File: config.mk
export PLATFORM = sky130hd
export DESIGN_NAME = pipe_stage_buf
export DESIGN_NICKNAME = d
export VERILOG_FILES = /design/src/rtl/pipe_pkg.sv /design/src/rtl/pipe_slot.sv /design/src/rtl/pipe_stage_buf.sv
export SDC_FILE = /design/constraint.sdc
export NUM_CORES = 1
export LEC_CHECK = 0
export CAP_MARGIN = 20
export CORE_AREA = 2 2 165 167
export DETAILED_ROUTE_END_ITERATION = 10
export DIE_AREA = 0 0 167 169
export PLACE_DENSITY_LB_ADDON = 0.25
export SETUP_SLACK_MARGIN = 0.3
export SYNTH_ARGS = -nofsm -noshare
export SYNTH_HDL_FRONTEND = slang
export SYNTH_HIERARCHICAL = 1
export SYNTH_SLANG_ARGS = --single-unit
File: constraint.sdc
create_clock -name clk -period 2.54 [get_ports clk]
set_input_delay 0.508 -clock clk [delete_from_list [all_inputs] [get_ports clk]]
set_output_delay 0.508 -clock clk [all_outputs]
set_load 0.03 [all_outputs]
File: src/rtl/pipe_pkg.sv
// pipe_pkg -- shared definitions for the inter-stage pipeline buffers.
//
// Holds the datapath widths, the control-bit positions inside the control
// payload, packed payload structs for each stage boundary, the occupancy
// encoding used by pipe_stage_buf, and the DATA_W/CTRL_W values each
// boundary instantiates pipe_stage_buf with.
package pipe_pkg;

    localparam int XLEN       = 64;
    localparam int REG_ADDR_W = 5;

    // Control payload bit positions (MSB first, matching ctrl_t below).
    localparam int CTRL_MEM_TO_REG   = 5;
    localparam int CTRL_REG_WRITE_EN = 4;
    localparam int CTRL_MEM_READ     = 3;
    localparam int CTRL_MEM_WRITE    = 2;
    localparam int CTRL_BRANCH       = 1;
    localparam int CTRL_Z_FLAG       = 0;

    typedef struct packed {
        logic mem_to_reg;
        logic reg_write_en;
        logic mem_read;
        logic mem_write;
        logic branch;
        logic z_flag;
    } ctrl_t;

    typedef struct packed {
        logic [XLEN-1:0] pc;
        logic [31:0]     instr;
    } if_id_data_t;

    typedef struct packed {
        logic [XLEN-1:0]       pc;
        logic [XLEN-1:0]       rs1_val;
        logic [XLEN-1:0]       rs2_val;
        logic [XLEN-1:0]       imm;
        logic [REG_ADDR_W-1:0] rs2;
        logic [REG_ADDR_W-1:0] rd;
    } id_ex_data_t;

    typedef struct packed {
        logic [XLEN-1:0]       alu_result;
        logic [XLEN-1:0]       store_data;
        logic [XLEN-1:0]       pc_next;
        logic [REG_ADDR_W-1:0] rs2;
        logic [REG_ADDR_W-1:0] rd;
    } ex_mem_data_t;

    typedef struct packed {
        logic [XLEN-1:0]       rd_data;
        logic [REG_ADDR_W-1:0] rd;
    } mem_wb_data_t;

    localparam int CTRL_W         = $bits(ctrl_t);
    localparam int IF_ID_DATA_W   = $bits(if_id_data_t);
    localparam int ID_EX_DATA_W   = $bits(id_ex_data_t);
    localparam int EX_MEM_DATA_W  = $bits(ex_mem_data_t);
    localparam int MEM_WB_DATA_W  = $bits(mem_wb_data_t);

    // Occupancy of the buffer, encoded as {skid_valid, main_valid}.
    typedef enum logic [1:0] {
        OCC_EMPTY = 2'b00,
        OCC_ONE   = 2'b01,
        OCC_FULL  = 2'b11
    } occ_e;

endpackage

File: src/rtl/pipe_slot.sv
// pipe_slot -- one storage entry: a valid bit plus data and control payload.
//
// Ports:
//   clk, reset   clock, synchronous active-high reset (clears everything)
//   load         capture ld_data/ld_ctrl and set valid
//   clear        drop valid; payload storage is left untouched
//   ld_data/ctrl payload to capture
//   q_valid/data/ctrl  stored entry
// clear wins over load so a flush can never be overridden by a same-cycle
// load.
module pipe_slot #(
    parameter int DATA_W = 8,
    parameter int CTRL_W = 6
) (
    input  logic              clk,
    input  logic              reset,
    input  logic              load,
    input  logic              clear,
    input  logic [DATA_W-1:0] ld_data,
    input  logic [CTRL_W-1:0] ld_ctrl,
    output logic              q_valid,
    output logic [DATA_W-1:0] q_data,
    output logic [CTRL_W-1:0] q_ctrl
);

    logic              valid_d, valid_q;
    logic [DATA_W-1:0] data_d,  data_q;
    logic [CTRL_W-1:0] ctrl_d,  ctrl_q;

    always_comb begin
        valid_d = valid_q;
        data_d  = data_q;
        ctrl_d  = ctrl_q;
        if (clear) begin
            valid_d = 1'b0;
        end else if (load) begin
            valid_d = 1'b1;
            data_d  = ld_data;
            ctrl_d  = ld_ctrl;
        end
    end

    always_ff @(posedge clk) begin
        if (reset) begin
            valid_q <= 1'b0;
            data_q  <= '0;
            ctrl_q  <= '0;
        end else begin
            valid_q <= valid_d;
            data_q  <= data_d;
            ctrl_q  <= ctrl_d;
        end
    end

    assign q_valid = valid_q;
    assign q_data  = data_q;
    assign q_ctrl  = ctrl_q;

endmodule

File: src/rtl/pipe_stage_buf.sv
// pipe_stage_buf -- elastic valid/ready register between two pipeline stages.
//
// Ports:
//   clk, reset         clock, synchronous active-high reset
//   flush              discard held and incoming entries
//   in_valid/in_ready  upstream handshake; in_data/in_ctrl payload
//   out_valid/out_ready downstream handshake; out_data/out_ctrl payload
// out_ctrl is gated with out_valid so a bubble never carries write enables.
//
// Build option PIPE_STAGE_BUF_SKID_EN: adds a second (skid) slot so in_ready
// depends only on held state. Without it a single slot is used and in_ready
// is combinational from out_ready. FIFO order and one-cycle latency are the
// same in both builds.
module pipe_stage_buf
    import pipe_pkg::*;
#(
    parameter int DATA_W = EX_MEM_DATA_W,
    parameter int CTRL_W = pipe_pkg::CTRL_W
) (
    input  logic              clk,
    input  logic              reset,
    input  logic              flush,
    input  logic              in_valid,
    output logic              in_ready,
    input  logic [DATA_W-1:0] in_data,
    input  logic [CTRL_W-1:0] in_ctrl,
    output logic              out_valid,
    input  logic              out_ready,
    output logic [DATA_W-1:0] out_data,
    output logic [CTRL_W-1:0] out_ctrl
);

    logic              main_valid;
    logic [DATA_W-1:0] main_data;
    logic [CTRL_W-1:0] main_ctrl;
    logic              main_load, main_clear;
    logic [DATA_W-1:0] main_ld_data;
    logic [CTRL_W-1:0] main_ld_ctrl;
    logic              accept, consume;

    assign accept  = in_valid & in_ready;
    assign consume = main_valid & out_ready;

`ifdef PIPE_STAGE_BUF_SKID_EN
    logic              skid_valid;
    logic [DATA_W-1:0] skid_data;
    logic [CTRL_W-1:0] skid_ctrl;
    logic              skid_load, skid_clear;
    logic              main_from_skid;
    occ_e              occ;

    // Ready only looks at stored state, cutting the out_ready -> in_ready path.
    assign in_ready = ~skid_valid & ~reset;

    always_comb begin
        occ            = occ_e'({skid_valid, main_valid});
        main_load      = 1'b0;
        main_clear     = 1'b0;
        main_from_skid = 1'b0;
        skid_load      = 1'b0;
        skid_clear     = 1'b0;
        case (occ)
            OCC_EMPTY: main_load = accept;
            OCC_ONE: begin
                if (accept && consume)  main_load  = 1'b1;
                else if (accept)        skid_load  = 1'b1;
                else if (consume)       main_clear = 1'b1;
            end
            OCC_FULL: begin
                if (consume) begin
                    main_load      = 1'b1;
                    main_from_skid = 1'b1;
                    skid_clear     = 1'b1;
                end
            end
            default: ;
        endcase
        if (flush) begin
            main_load  = 1'b0;
            skid_load  = 1'b0;
            main_clear = 1'b1;
            skid_clear = 1'b1;
        end
        main_ld_data = main_from_skid ? skid_data : in_data;
        main_ld_ctrl = main_from_skid ? skid_ctrl : in_ctrl;
    end

    pipe_slot #(.DATA_W(DATA_W), .CTRL_W(CTRL_W)) u_skid (
        .clk     (clk),
        .reset   (reset),
        .load    (skid_load),
        .clear   (skid_clear),
        .ld_data (in_data),
        .ld_ctrl (in_ctrl),
        .q_valid (skid_valid),
        .q_data  (skid_data),
        .q_ctrl  (skid_ctrl)
    );
`else
    // Accept whenever the slot frees up this cycle.
    assign in_ready = (~main_valid | out_ready) & ~reset;

    always_comb begin
        main_load    = accept & ~flush;
        main_clear   = flush | (consume & ~accept);
        main_ld_data = in_data;
        main_ld_ctrl = in_ctrl;
    end
`endif

    pipe_slot #(.DATA_W(DATA_W), .CTRL_W(CTRL_W)) u_main (
        .clk     (clk),
        .reset   (reset),
        .load    (main_load),
        .clear   (main_clear),
        .ld_data (main_ld_data),
        .ld_ctrl (main_ld_ctrl),
        .q_valid (main_valid),
        .q_data  (main_data),
        .q_ctrl  (main_ctrl)
    );

    assign out_valid = main_valid;
    assign out_data  = main_data;
    assign out_ctrl  = main_ctrl & {CTRL_W{main_valid}};

endmodule

==> metrics.txt <==
worst ir drop on vdd=458 µV; Distinct cells, synth=19; hold buffer count at cts=0; WP data required=2030 ps; final hold vios=0; H-tree depth=1; Die Area=28200 µm²; Final Wtd Congestion=0.755; register area share after synthesis=0.440; synthesis warning total=6; Worst-Margin Slew=954 ps; HP Class=input port to flip-flop; Max Cap Viol=0; GRT Total Usage=0.201; max incr delay on CP=460 ps; ratio of cells with drive above 1 in the final layout=0.0494; first-pass GRT wire length=47000 µm; Power Dens Cells=548 nW/µm²; area occupied by multi-input gates=4810 µm²; number of remaining DRC errors=0; nature of the critical path startpoint=flip-flop; Fmax=469 MHz; Pint=6210 µW; Die Wd=167 µm; synthesized cell area=9520 µm²; register area=4190 µm²; RR Startpoint=u_main/q_valid; worst-path fanout max=10; period utilisation layout=0.840; hold path start=reset; pin count of the biggest net entering global routing=267; PnR worst setup slack=406 ps; Boundary Pins=423; die extent in y=169 µm; total negative slack=0 ps; worst path bufs/invs=1; # clock sinks=209; Tot Pwr=8110 µW; via/cell ratio=5.09; Clock Root Buffer=clkbuf_16; Final ANT Viol Nets=0; initial antenna violation count=0; Post-CTS Setup Repair Bufs=0; Inserted Clock Buffers=25; I/O Buffers=422; # diodes=0; setup violators final=0; sequential fraction of design power=0.418; CP top delay family=buffers and inverters; post-synth net total=1175; Area growth syn-to-layout=55.6%; post-synthesis mux area share=0; Clock Tree Buf Depth=3; Max stage delay cell, worst path=dlygate4sd2_1; drt total wl=30200 µm; Mapped Cells=962; max_slew headroom=0.364; CTS tree=built; vias=8538; register bit total from synthesis=209; nets@finish=1530; status=complete, no violations; CP Cell Sequence=and2_1 > dlygate4sd2_1; starting density of the core=0.359; Mean Syn Cell Area=9.89 µm²; DRT iter0 DRCs=609; Cell Rows=60; Overflow after GRT=0; Synth Area in Simple Gates=0.393; fin. max-slew vios=0; post-synthesis adder-cell area fraction=0; Comb pwr share=0.133; Cell Count, Final, Fillers Out=1677; Clock Power Share=0.449; final clock skew=8.12 ps; pre-CTS setup slack=159 ps; leak pwr=0.00496 µW; Switch Pwr=1910 µW; fin crit period=2130 ps; Synth Area in Compound Gates=0.110; Critical Path AT=1630 ps; worst skew pair latency=510 ps; WL per Instance=18.0 µm; Core Region=26500 µm²; crit path launch=u_main/q_valid; Placed Instances=1630; XOR/XNOR Fraction of Synth Area=0; RSZ-0062 raised after global routing=false; drt first pass iters=5; post-DP HPWL=19400 µm; Worst Setup End Kind=primary output; Sw Share=0.235; crit path kind=flip-flop to primary output; vias in the first global route=8267; Finished Core Util=0.559; Worst-path clk slew=60 ps; main combinational cell family by area after synthesis=simple AND/OR/NAND/NOR gates; fillers=2359
-- what timing repair did --
item / in CTS / in global routing
setup endpoints to repair: 8 / 0
endpoints found under the hold margin: 0 / 0
resized for setup: 9 / 0
-- power by group through the flow --
stage                     sequential [µW]  clock, µW  combinational [µW]
after floorplan                      3590          0                 384
after global placement               3460          0                1080
after detailed placement             3460          0                1080
after CTS                            3390       3760                1090
after global routing                 3400       3890                1150
final                                3390       3640                1080
-- final cells by class --
class / instances / area share
Clock buffer: 40 / 0.0508
Clock inverter: 6 / 0.00608
Multi-Input combinational cell: 638 / 0.325
Sequential cell: 209 / 0.283
Tap cell: 341 / 0.0288
Timing Repair Buffer: 443 / 0.307
-- registers in the layout, indices dropped and copies added (netlist names) --
name            cells
u_main/q_ctrl       6
u_main/q_data     202
u_main/q_valid      1
-- worst paths after layout --
kind                              to  slack, ps  cells after the start
hold / removal        u_main/q_valid        340                      3
setup reg to reg  u_main/q_data[160]        790                      5
setup / recovery         out_ctrl[3]        410                      2
hold reg to reg     u_main/q_ctrl[4]        460                      2
-- metal layers --
layer,part of all wire,track usage,up-vias
li1,-,-,4154
met1,0.41,0.253,4037
met2,0.47,0.325,308
met3,0.098,0.0755,39
met4,0.020,0.0510,0
met5,0,0,-
-- cells in the final DEF (no fill, tap or decap) --
cell type,Yosys,final
and2_1,6,6
clkinvlp_4,0,1
dfxtp_2,0,1
nor3_1,1,1
buf_4,4,8
dlygate4sd2_1,0,8
clkinv_2,0,1
clkdlybuf4s50_1,0,413
nor2_1,2,2
nor2b_4,1,2
nand2b_4,1,1
clkbuf_8,0,8
o21ai_0,12,12
bufinv_16,0,2
inv_6,0,2
buf_12,0,12
o21ai_1,196,196
clkbuf_16,0,25
clkbuf_1,56,8
nand4bb_1,208,208
nand2b_1,208,208
buf_16,0,1
a31o_4,0,1
nor3_4,0,1
dfxtp_1,209,208
-- metrics by stage --
stage / area [µm²] / hold slack [ps]
floorplan: 9520 / 437
global placement: 13900 / 450
detailed placement: 13900 / 453
CTS: 14800 / 334
global route: 14800 / 318
finish: 14800 / 338
-- kinds of logic (layout without fill, tap and decap cells) --
family,Yosys count,in the layout
buf+inv,115,489
compound gates,209,209
simple gates,429,429
flops,209,209
-- worst reg2reg max path, stage by stage, from the launching register on --
cell and delay [ps]:
dfxtp_2 390, nor2b_4 160, nor3_4 230, nor2b_4 250, buf_12 340, o21ai_1 240
-- cell usage after synthesis (all sizes together) --
master,instances,share of area
nor2b,2,0.0021
buf,54,0.033
nor2,2,0.00079
dfxtp,209,0.44
and2,6,0.0039
o21ai,208,0.11
clkbuf,61,0.025
nand2b,209,0.14
nor3,2,0.0016
a31o,1,0.00092
nand4bb,208,0.25
No activity file was read; power rests on OpenSTA's default activity.
